$ cat src/rtl/countdown_timer.sv
// Loads a unit count on start and counts it down at one unit per P clocks (ms or us), pulsing done on expiry.
// All outputs registered; busy follows start by one edge, pause freezes the countdown one edge per high cycle.
module countdown_timer #(
  parameter int FREQ_IN          = 12000000,
  parameter int LIMIT_LOAD_TIMER = 1000,
  parameter int SELECT_UNITS     = 1,
  parameter int SIZE_LOAD_TIMER  = $clog2(LIMIT_LOAD_TIMER + 1)
) (
  input  logic                       clk,
  input  logic                       resetTimer,
  input  logic                       start,
  input  logic                       pause,
  input  logic [SIZE_LOAD_TIMER-1:0] loadValue,
  output logic [SIZE_LOAD_TIMER-1:0] remaining,
  output logic                       busy,
  output logic                       paused,
  output logic                       done,
  output logic                       expired
);

  localparam int P  = FREQ_IN / ((SELECT_UNITS != 0) ? 1000000 : 1000);
  localparam int PW = (P > 1) ? $clog2(P) : 1;

  localparam logic [PW-1:0]              PRE_LAST = PW'(P - 1);
  localparam logic [PW-1:0]              PRE_ONE  = PW'(1);
  localparam logic [SIZE_LOAD_TIMER-1:0] LIMIT    = SIZE_LOAD_TIMER'(LIMIT_LOAD_TIMER);
  localparam logic [SIZE_LOAD_TIMER-1:0] UNIT_ONE = SIZE_LOAD_TIMER'(1);

  typedef enum logic [1:0] {IDLE, RUN, HOLD, DONE} state_t;

  state_t                       state, nextState;
  logic [PW-1:0]                prescaler, nextPrescaler;
  logic [SIZE_LOAD_TIMER-1:0]   nextRemaining;
  logic [SIZE_LOAD_TIMER-1:0]   loadSat;
  logic                         nextDone;

  // Oversized loads saturate at the limit rather than wrapping.
  assign loadSat = (loadValue > LIMIT) ? LIMIT : loadValue;

  always_comb begin
    nextState     = state;
    nextPrescaler = prescaler;
    nextRemaining = remaining;
    nextDone      = 1'b0;
    if (start) begin
      // Start beats pause and discards any in-flight countdown silently.
      nextPrescaler = '0;
      nextRemaining = loadSat;
      if (loadSat == '0) begin
        nextState = DONE;
        nextDone  = 1'b1;
      end else begin
        nextState = pause ? HOLD : RUN;
      end
    end else begin
      case (state)
        RUN, HOLD: begin
          if (pause) begin
            nextState = HOLD;
          end else begin
            nextState = RUN;
            if (prescaler == PRE_LAST) begin
              nextPrescaler = '0;
              if (remaining <= UNIT_ONE) begin
                nextRemaining = '0;
                nextState     = DONE;
                nextDone      = 1'b1;
              end else begin
                nextRemaining = remaining - UNIT_ONE;
              end
            end else begin
              nextPrescaler = prescaler + PRE_ONE;
            end
          end
        end
        default: begin
        end
      endcase
    end
  end

  always_ff @(posedge clk or posedge resetTimer) begin
    if (resetTimer) begin
      state     <= IDLE;
      prescaler <= '0;
      remaining <= '0;
      busy      <= 1'b0;
      paused    <= 1'b0;
      done      <= 1'b0;
      expired   <= 1'b0;
    end else begin
      state     <= nextState;
      prescaler <= nextPrescaler;
      remaining <= nextRemaining;
      busy      <= (nextState == RUN) || (nextState == HOLD);
      paused    <= (nextState == HOLD);
      done      <= nextDone;
      expired   <= (nextState == DONE);
    end
  end

endmodule

$ cat config.mk
export PLATFORM = sky130hd
export DESIGN_NAME = countdown_timer
export DESIGN_NICKNAME = d
export VERILOG_FILES = /design/src/rtl/countdown_timer.sv
export SDC_FILE = /design/constraint.sdc
export NUM_CORES = 1
export LEC_CHECK = 0
export ABC_CLOCK_PERIOD_IN_PS = 2200
export CORE_ASPECT_RATIO = 0.75
export CORE_MARGIN = 5
export CORE_UTILIZATION = 35
export DETAILED_ROUTE_END_ITERATION = 10
export RECOVER_POWER = 50
export SLEW_MARGIN = 20
export SYNTH_ARGS = -nofsm -noshare
export SYNTH_HDL_FRONTEND = slang
export SYNTH_SLANG_ARGS = --single-unit
$ cat constraint.sdc
create_clock -name clk -period 2.2 [get_ports clk]
set_clock_uncertainty 0.2 [all_clocks]
set_input_delay 0.66 -clock clk [delete_from_list [all_inputs] [get_ports clk]]
set_output_delay 0.66 -clock clk [all_outputs]
set_load 0.02 [all_outputs]
; ---- After elaboration in Yosys (flattened, before gate mapping)
; Index checks and enable logic that the tools add are counted.
[word_totals]
register_bits = 20
in_bits = 14
out_inout_bits = 14
word_cells = 48
[classes]
addsub = 2
order_cmp = 2
eq_ne = 7
n_mux = 23
reduce_logical = 7
[op_table]
columns = op, count
row1 = $mux W10, 6
row2 = $mux W4, 4
row3 = $mux W2, 7
row4 = $gt A10 B10 Y1 const B, 1
row5 = $le A10 B1 Y1 const B, 1
row6 = $logic_not A10 Y1, 1
row7 = $sub A10 B1 Y10 const B, 1
row8 = $eq A2 B2 Y1 const B, 3
row9 = $mux W1, 6
row10 = $add A4 B1 Y4 const B, 1
row11 = $eq A2 B1 Y1 const B, 2
row12 = $eq A4 B4 Y1 const B, 1
row13 = $reduce_bool A2 Y1, 2
row14 = $reduce_and A3 Y1, 1
row15 = $ne A2 B2 Y1 const B, 1
row16 = $reduce_and A2 Y1, 1
row17 = $reduce_or A2 Y1, 1
row18 = $logic_or A1 B1 Y1, 1

; ---- Longest topological paths before layout
[logic_depth]
word_depth = 8
mapped_depth = 8
depth_no_buf = 8

; ---- Least setup slack after synthesis
; Ideal clock, no wire load.
[synth_path]
kind = input -> register
start = input port loadValue[4]
end = register busy
setup_time_ps = 63
arrival_time_ps = 2086
required_time_ps = 1937
path_slack_ps = -149
cell_stages = 6
n_path_buf = 0
cell_sequence = or4_1 > nor4_2 > nor2_1 > a211oi_1 > ha_1 > inv_1
[synth_between]
elab_chain_len = 7
elab_cells_between_ends = 8
classes_between = order compare: 1 / eq/ne: 2 / mux: 3 / reduce/logical: 2
[synth_rtl]
columns = element, line
row1 = start: declaration, 13  ; input logic [SIZE_LOAD_TIMER-1:0] loadValue,
row2 = $gt A10 B10 Y1, 38  ; assign loadSat = (loadValue > LIMIT) ? LIMIT : loadValue;
row3 = $mux W10 *, 38
row4 = $logic_not A10 Y1 *, 49  ; if (loadSat == '0) begin
row5 = $mux W2 *, 49
row6 = $mux W2 *, 45  ; if (start) begin
row7 = $eq A2 B1 Y1 / $eq A2 B2 Y1 (equally long branches), 95  ; busy <= (nextState == RUN) || (nextState == HOLD);
row8 = $logic_or A1 B1 Y1 *, 95
row9 = end signal: assignment, 95
row10 = end: declaration, 15  ; output logic busy,
; Every way passes the cells marked *; elsewhere a longest branch is shown, timed or not.
; A chain may end at the register's enable or synchronous reset.

; ---- Worst setup path after layout
[layout_path]
start = input port loadValue[2]
end = register busy
; The elaborated chain is that of the path after synthesis.

==> metrics.md <==
| Metric | Value |
|---|---|
| Worst Setup Start Kind | `primary input` |
| Core Rows | `18` |
| # setup viols final | `1` |
| P&R area growth vs syn | `42.4%` |
| # diodes | `0` |
| Failing checks | `negative setup slack` |
| Fin. Hold Viols | `0` |
| Yosys cell types | `41` |
| Worst slew margin | `0.656` |
| XOR/XNOR Fraction of Synth Area | `0.0202` |
| H-tree Lvls | `1` |
| Nets@finish | `208` |
| GPL Wtd Cong | `0.825` |
| Cell with the most instances after synthesis | `dfrtp_1` |
| Initial antenna violation count | `0` |
| Slew Limit Fails | `0` |
| Seq. cell area | `500 um2` |
| DRT Pass-1 Iters | `4` |
| Number of global-route vias before repair | `1256` |
| Clock sinks | `20` |
| Drt initial violations | `134` |
| Average size of a mapped cell | `9.19 um2` |
| CTS tree | `yes` |
| Hold WC Path Type | `reg -> reg` |
| CP Capture Type | `register` |
| Post-route ant nets | `0` |
| Post-synth top area share | `0.403` |
| Critical path type | `in -> reg` |
| RSZ-0062 raised after global routing | `yes` |
| GRT Overall Usage | `0.166` |
| Starting density of the core | `0.370` |
| Share of layout cells above drive strength 1 | `0.249` |
| Adder-Cell Fraction of Synth Area | `0.0484` |
| Core Util, Final | `0.527` |
| Vias | `1313` |
| Mapped Area | `1240 um2` |
| Die ar. | `4850 um2` |
| CP Data Arrival Time | `2.22 ns` |
| Max IR drop VDD | `0.361 mV` |
| Final worst slack | `-0.0121 ns` |
| Hpwl dp | `2.89 mm` |
| Sequential area share after synthesis | `0.403` |
| Worst-Margin Slew | `0.516 ns` |
| Worst-path clk slew | `0.08 ns` |
| Top post-synthesis cells by area | `dfrtp_1 40%, ha_1 4.0%, nand3_1 4.0%, or4_1 3.6%, nor2_1 3.3%` |
| Max-Cap Viols | `0` |
| Fillers | `320` |
| First-pass GRT wire length | `6.16 mm` |
| Fmax achieved | `452 MHz` |
| Total of warnings raised by yosys | `0` |
| Root Buffer | `clkbuf_8` |
| Num CTS Buffers | `3` |
| Tot Pwr | `1.00 mW` |
| Die Span Y | `61.6 um` |
| Port buffer count | `27` |
| Skew-Pair Late Insertion Delay | `0.26 ns` |
| EDFF count, synth | `0` |
| Largest net degree at the start of global routing | `21` |
| Most used DFF post-synth | `dfrtp_1` |
| CTS Hold Bufs | `0` |
| Core Area | `3360 um2` |
| Commonest cells in the netlist | `20 x dfrtp_1, 11 x nor2_1, 10 x nand2_1, 10 x nand3_1, 7 x inv_1` |
| Mux contribution to synthesized area | `0.0161` |
| Required time of the worst setup path | `2.21 ns` |
| Multi-input gate area | `731 um2` |
| Routed len/inst | `16.0 um` |
| Main combinational cell family by area after synthesis | `simple AND/OR/NAND/NOR gates` |
| Total Wirelength | `3.66 mm` |
| Complex-gate fraction of the synthesized area | `0.157` |
| Synth Register Bits | `20` |
| LEAKAGE | `0.767 nW` |
| PD cells | `566 nW/um2` |
| Remaining global-route overflow | `0` |
| Async SR Flop Fraction | `1.00` |
| Post-Synthesis Net Count | `153` |
| Post-synth top area cell | `dfrtp_1` |
| Syn Inst Count | `135` |
| Clock tree buffer depth | `2` |
| Die extent in x | `78.8 um` |
| DRC Markers | `0` |
| CP max FO | `3` |
| Final period util | `1.01` |
| Final TNS setup | `-0.0121 ns` |
| Outcome | `complete, but fails checks` |
| Routed vias/inst | `5.73` |
| Tmin final | `2.21 ns` |
| Ports | `28` |
| Post-synthesis simple-gate area fraction | `0.325` |
-- report_power, final --
group          switching [mW]  internal, mW
Clock                   0.125         0.160
Combinational           0.151         0.123
Sequential             0.0407         0.402
Total                   0.317         0.684
-- kinds of logic (layout without fill, tap and decap cells) --
kind of cell / count (synthesis) / after routing
simple gates: 68 / 68
compound gates: 28 / 28
flops: 20 / 20
buf+inv: 10 / 64
fa+ha+maj: 5 / 5
xor+xnor: 2 / 2
mux: 2 / 2
-- layout make-up --
class                           instances  area share
Timing Repair Buffer                   53       0.229
Sequential cell                        20       0.283
Inverter                                7      0.0149
Multi-Input combinational cell        105       0.413
Clock buffer                            4      0.0311
Tap cell                               40      0.0283
-- final timing paths --
check | startpoint | endpoint | slack, ns | cells after the start
max | loadValue[2] | busy | -0.01 | 7
min | prescaler[0] | prescaler[0] | 0.38 | 2
max reg2reg | remaining[0] | remaining[3] | 0.12 | 7
min reg2reg | prescaler[0] | prescaler[0] | 0.38 | 2
max in group asynchronous | resetTimer | remaining[6] | 0.70 | 3
min in group asynchronous | resetTimer | state[0] | 0.75 | 3
-- state kept, by name, indices dropped and copies added (netlist names) --
register   cells
state          2
prescaler      4
expired        1
remaining     10
busy           1
paused         1
done           1
-- routing by layer --
layer,track usage,up-vias,part of all wire
li1,-,633,-
met1,0.225,632,0.50
met2,0.255,42,0.42
met3,0.0482,6,0.060
met4,0.0623,0,0.016
met5,0,-,0
-- through the flow --
step / setup WS, ns / cell area (um2) / instances / hold slack (ns)
after floorplan: -0.149 / 1240 / 135 / 0.316
after CTS: -0.0511 / 1800 / 228 / 0.381
after detailed placement: -0.740 / 1730 / 223 / 0.361
final: -0.0121 / 1770 / 229 / 0.380
after global routing: -0.0664 / 1770 / 229 / 0.432
after global placement: -0.688 / 1730 / 223 / 0.335
-- layout by cell type, fill, tap and decap left out, types with 3 or more instances in the layout --
cell type / n
a21oi_1: 4
a31oi_1: 3
buf_4: 22
clkbuf_1: 5
clkbuf_2: 5
clkbuf_8: 4
clkdlybuf4s50_1: 7
dfrtp_1: 20
dlygate4sd2_1: 9
ha_1: 4
inv_1: 7
nand2_1: 10
nand3_1: 10
nor2_1: 10
nor3_1: 5
nor4_1: 4
o21ai_0: 4
o311ai_0: 3
or2_2: 3
or3_1: 4
or4_1: 4
-- repair_timing --
action	4_1_cts	5_1_grt
endpoints found under the hold margin	0	0
pin swaps	8	6
resized for setup	29	12
endpoints found under the setup margin	19	6
setup buffers	1	1
-- critical path, cell delays in order --
cell      delay (ns)
buf_6           0.09
or4_4           0.54
nor4_4          0.32
nor2_2          0.08
a211oi_2        0.23
ha_1            0.25
inv_1           0.05
Power figures use the tool's default switching activity.
